--- src/rtl/riscv_pkg.sv ---
// riscv_pkg: shared types for the IF-stage redirect sequencer
package riscv_pkg;
   localparam int XLEN = 32;
   typedef enum logic [1:0] {
      SRC_TRAP   = 2'd0,
      SRC_MRET   = 2'd1,
      SRC_BRANCH = 2'd2,
      SRC_PRED   = 2'd3
   } redirect_src_e;
   typedef enum logic [2:0] {
      ST_IDLE,
      ST_FLUSH_A,
      ST_FLUSH_B,
      ST_PRED_HOLD,
      ST_HALF
   } redirect_state_e;
endpackage

--- src/rtl/if_redirect_sequencer_arb.sv ---
// redirect_priority_arb: combinational trap > mret > branch > predict select
module redirect_priority_arb
   import riscv_pkg::*;
(
   input  logic            trap_taken,
   input  logic [XLEN-1:0] trap_target,
   input  logic            mret_taken,
   input  logic [XLEN-1:0] mret_target,
   input  logic            branch_taken,
   input  logic [XLEN-1:0] branch_target,
   input  logic            predict_taken,
   input  logic [XLEN-1:0] predict_target,
   input  logic            pred_en,
   output logic            valid,
   output logic            backend,
   output redirect_src_e   src,
   output logic [XLEN-1:0] target
);
   logic            pred_v;
   logic [XLEN-1:0] raw;
   always_comb begin
      pred_v  = predict_taken & pred_en;
      backend = trap_taken | mret_taken | branch_taken;
      valid   = backend | pred_v;
      src     = trap_taken ? SRC_TRAP : mret_taken ? SRC_MRET :
                branch_taken ? SRC_BRANCH : pred_v ? SRC_PRED : SRC_TRAP;
      raw     = trap_taken ? trap_target : mret_target;
      raw     = (trap_taken | mret_taken) ? raw : branch_taken ? branch_target : predict_target;
      target  = valid ? (raw & ~XLEN'(1)) : '0;
   end
endmodule

--- src/rtl/if_redirect_sequencer.sv ---
// if_redirect_sequencer: arbitrates fetch redirects and sequences flush/holdoff windows
module if_redirect_sequencer
   import riscv_pkg::*;
(
   input  logic            i_clk,
   input  logic            i_reset,
   input  logic            i_stall,
   input  logic            i_trap_taken,
   input  logic [XLEN-1:0] i_trap_target,
   input  logic            i_mret_taken,
   input  logic [XLEN-1:0] i_mret_target,
   input  logic            i_branch_taken,
   input  logic [XLEN-1:0] i_branch_target,
   input  logic            i_predict_taken,
   input  logic [XLEN-1:0] i_predict_target,
   output logic            o_redirect_valid,
   output logic [XLEN-1:0] o_redirect_pc,
   output redirect_src_e   o_redirect_src,
   output logic            o_flush,
   output logic            o_control_flow_holdoff,
   output logic            o_prediction_holdoff,
   output logic            o_any_holdoff_safe,
   output logic            o_halfword_target,
   output logic            o_busy
);
   redirect_state_e state_q;
   logic [1:1]      tgt_q;
   logic            arb_valid, arb_backend, pred_en, backend_acc, pred_acc;
   redirect_src_e   arb_src;
   logic [XLEN-1:0] arb_pc;

   assign pred_en = (state_q == ST_IDLE) & ~i_stall & ~i_reset;

   redirect_priority_arb u_arb (
      .trap_taken    (i_trap_taken),
      .trap_target   (i_trap_target),
      .mret_taken    (i_mret_taken),
      .mret_target   (i_mret_target),
      .branch_taken  (i_branch_taken),
      .branch_target (i_branch_target),
      .predict_taken (i_predict_taken),
      .predict_target(i_predict_target),
      .pred_en       (pred_en),
      .valid         (arb_valid),
      .backend       (arb_backend),
      .src           (arb_src),
      .target        (arb_pc)
   );

   assign backend_acc      = arb_backend & ~i_reset;
   assign pred_acc         = arb_valid & ~arb_backend & ~i_reset;
   assign o_redirect_valid = arb_valid & ~i_reset;
   assign o_redirect_pc    = i_reset ? '0 : arb_pc;
   assign o_redirect_src   = i_reset ? SRC_TRAP : arb_src;

   // Only the halfword bit of the accepted target steers the sequence
   always_ff @(posedge i_clk) begin
      if (i_reset) begin
         state_q <= ST_IDLE;
         tgt_q   <= '0;
      end else if (backend_acc || pred_acc) begin
         state_q <= backend_acc ? ST_FLUSH_A : ST_PRED_HOLD;
         tgt_q   <= arb_pc[1];
      end else begin
         case (state_q)
            ST_FLUSH_A:   state_q <= ST_FLUSH_B;
            ST_FLUSH_B:   state_q <= tgt_q[1] ? ST_HALF : ST_IDLE;
            ST_PRED_HOLD: state_q <= i_stall ? ST_PRED_HOLD : tgt_q[1] ? ST_HALF : ST_IDLE;
            ST_HALF:      state_q <= i_stall ? ST_HALF : ST_IDLE;
            default:      state_q <= ST_IDLE;
         endcase
      end
   end

   assign o_flush                = (state_q == ST_FLUSH_A) | (state_q == ST_FLUSH_B);
   assign o_control_flow_holdoff = state_q == ST_FLUSH_A;
   assign o_prediction_holdoff   = state_q == ST_PRED_HOLD;
   assign o_halfword_target      = state_q == ST_HALF;
   assign o_any_holdoff_safe     = (state_q == ST_FLUSH_A) | (state_q == ST_PRED_HOLD) | (state_q == ST_HALF);
   assign o_busy                 = state_q != ST_IDLE;
endmodule

--- config.mk ---
export PLATFORM = sky130hd
export DESIGN_NAME = if_redirect_sequencer
export DESIGN_NICKNAME = d
export VERILOG_FILES = /design/src/rtl/riscv_pkg.sv /design/src/rtl/if_redirect_sequencer_arb.sv /design/src/rtl/if_redirect_sequencer.sv
export SDC_FILE = /design/constraint.sdc
export NUM_CORES = 1
export LEC_CHECK = 0
export ABC_AREA = 0
export BUFFER_PORTS_ARGS = -buffer_cell sky130_fd_sc_hd__buf_2
export CORE_ASPECT_RATIO = 0.7
export CORE_MARGIN = 1.5
export CORE_UTILIZATION = 34
export DETAILED_ROUTE_END_ITERATION = 10
export PLACE_DENSITY = 0.89
export SYNTH_ARGS = -nofsm -noshare
export SYNTH_HDL_FRONTEND = slang
export SYNTH_SLANG_ARGS = --single-unit
--- constraint.sdc ---
create_clock -name i_clk -period 2.34 [get_ports i_clk]
set_input_delay 0 -clock i_clk [delete_from_list [all_inputs] [get_ports i_clk]]
set_output_delay 0 -clock i_clk [all_outputs]
set_load 0.02 [all_outputs]
==> impl_metrics.csv <==
group,metric,value,unit
outcome,status,"finished clean",
yosys,syn_nets,288,
final_layout,final_common_cell,"buf_2",
setup_path,worstPathArrival,1.66,ns
global_routing,antenna_found_initial,0,
route,drt_pre_antenna_iters,7,
placed_design,port_buffers,170,
clock_network,clk_latency,0.21,ns
timing,max_freq,0.602,GHz
placed_design,hpwl,4.26,mm
route,drt-initial-drc-count,145,
final_layout,final_area,2170,µm²
yosys,ys_ff_latch,4,
floorplan,start_util,36.1,%
timing,holdWs,0.136,ns
floorplan,dieHeight,54.6,µm
power_and_ir_drop,power.density,296,nW/µm²
setup_path,reg2reg_slack,0.96,ns
floorplan,rows,18,
setup_path,cp_data_required_time,2.34,ns
final_layout,layout_common_cells,"170 x buf_2, 34 x nor3_1, 31 x a222oi_1, 29 x mux2_2, 10 x buf_4",
clock_network,cts-root-buf,"clkbuf_8",
clock_network,clk_pin_slew,0.03,ns
placed_design,dp.cells,360,
route,wirelength,5.45,mm
yosys,syn_area,1290,µm²
clock_network,postCtsResizedCells,0,
final_layout,fin_util,60.7,%
yosys,syn_avg_cell_area,8.45,µm²
final_layout,drive_above_1_share,71.2,%
final_layout,fin_nets,450,
setup_path,cp-end-kind,"output pin",
route,routed-via-count,2038,
global_routing,overflow,0,
placed_design,gp_congestion,0.730,
clock_network,cts_tree,"done",
floorplan,die_w,76.7,µm
timing,finalCriticalPeriod,1.66,ns
timing,fin_crit_sh,71.0,%
clock_network,clock_path_buffers,2,
min_path,worstHoldPathType,"primary input to flip-flop",
timing,final-hold-violation-count,0,
final_layout,area_growth,68.2,%
yosys,synth_area_leaders,"mux2_2 25%, a222oi_1 24%, nor3_1 13%, buf_6 7.0%, dfxtp_1 6.2%",
run,cap_violations,0,
floorplan,dieArea,4190,µm²
final_layout,num_antenna_cells,0,
route,routedWlPerCell,15.0,µm
timing,finalClockSkew,0.00135,ns
route,drc,0,
route,final_antenna_net_count,0,
yosys,ys_warn_count,0,
timing,grt_setup_unrepaired,"no",
clock_network,cts_buffers,3,
yosys,syn_inst,153,
yosys,yosysTopAreaCell,"mux2_2",
floorplan,num_io_pins,176,
placed_design,place_area,2130,µm²
power_and_ir_drop,ir_drop,133,µV
clock_network,cts_sinks,4,
yosys,synthDistinctLibCells,34,
global_routing,grt_pass1_vias,1937,
floorplan,core-area,3580,µm²
global_routing,grt_pass1_wl,8.27,mm
yosys,yosys.area.top_type_share,25.3,%
global_routing,grt_usage,24.1,%
clock_network,postCtsSetupBuffers,0,
power_and_ir_drop,p_leak,1.12,nW
route,vias_per_cell,5.61,
setup_path,crit_type,"flip-flop to output pin",
final_layout,n_fill_cell,349,
clock_network,htreeDepth,1,
setup_path,worst_setup_path_start_kind,"flip-flop",
setup_path,cp_max_fo,16,
timing,tns,0,ns
timing,setup_violations,0,
yosys,yosysSeqAreaShare,6.20,%
global_routing,grt_max_degree,39,
clock_network,hold_buffers,0,
timing,drv_slew,0,
final_layout,finalNonFillerCells,363,
[synth_stat cells (all sizes together)]
cell type	n
and2	2
a222oi	31
a221oi	1
dfxtp	4
a211o	1
or2	2
a211oi	2
nor2	3
buf	12
xnor2	1
nor3b	2
clkbuf	11
nand3	1
a31oi	1
a2111oi	1
mux2	31
a32oi	1
conb	1
a21oi	1
o21ai	1
nor2b	3
nor3	35
inv	3
nand2	2
[power breakdown]
part / leakage [nW] / switching (W) / internal (W) / total [W]
combinational: 1.06 / 0.000214 / 0.000211 / 0.000425
sequential: 0.0329 / 0.00000365 / 0.0000717 / 0.0000753
clock: 0.0216 / 0.0000336 / 0.000110 / 0.000143
[stage by stage]
stage | total power, W | worst slack [ns]
2_1_floorplan | 0.000328 | 0.864
3_3_place_gp | 0.000490 | 0.739
3_5_place_dp | 0.000500 | 0.713
4_1_cts | 0.000647 | 0.675
5_1_grt | 0.000690 | 0.575
6_report | 0.000644 | 0.679
[logic make-up after synthesis]
| group | Yosys count | synth area share, % |
|---|---|---|
| compound gates | 40 | 31.4 |
| xor+xnor | 1 | 0.678 |
| buf+inv | 26 | 12.8 |
| flops | 4 | 6.20 |
| mux | 31 | 27.3 |
| other cells | 1 | 0.290 |
| simple gates | 50 | 21.4 |
[state kept, by name, summed over array words and instances (netlist names)]
register  count
state_q       3
tgt_q         1
[path summary, 6_finish.rpt]
| kind | from | endpoint | cells past startpoint |
|---|---|---|---|
| worst max-delay path | state_q[1]$_SDFF_PP0_ | o_redirect_pc[16] | 5 |
| worst min-delay path | i_stall | state_q[0]$_SDFF_PP0_ | 3 |
| worst max register to register | state_q[0]$_SDFF_PP0_ | state_q[1]$_SDFF_PP0_ | 3 |
| worst min register to register | state_q[1]$_SDFF_PP0_ | state_q[0]$_SDFF_PP0_ | 2 |
[critical path, stage by stage, from the launching register on]
cell,delay [ns]
dfxtp_1,0.38
nor3_4,0.34
a211oi_4,0.10
buf_4,0.21
nor3_1,0.21
buf_2,0.20
[layout make-up]
type	instances	area, µm²	share of cell area [%]
clock buffer	3	41.3	1.90
inverter	3	11.3	0.518
multi-input combinational	123	1050	48.4
sequential	4	80.1	3.68
tap	50	62.6	2.88
timing repair buffer	180	926	42.6
[routing by layer]
metal | GRT usage, % | up-vias | share of wire (%)
li1 | - | 969 | -
met1 | 26.4 | 952 | 39
met2 | 49.4 | 111 | 53
met3 | 3.50 | 6 | 7.3
met4 | 8.02 | 0 | 0.53
met5 | 0 | - | 0
Note: power is estimated with default switching activity, not from simulation.
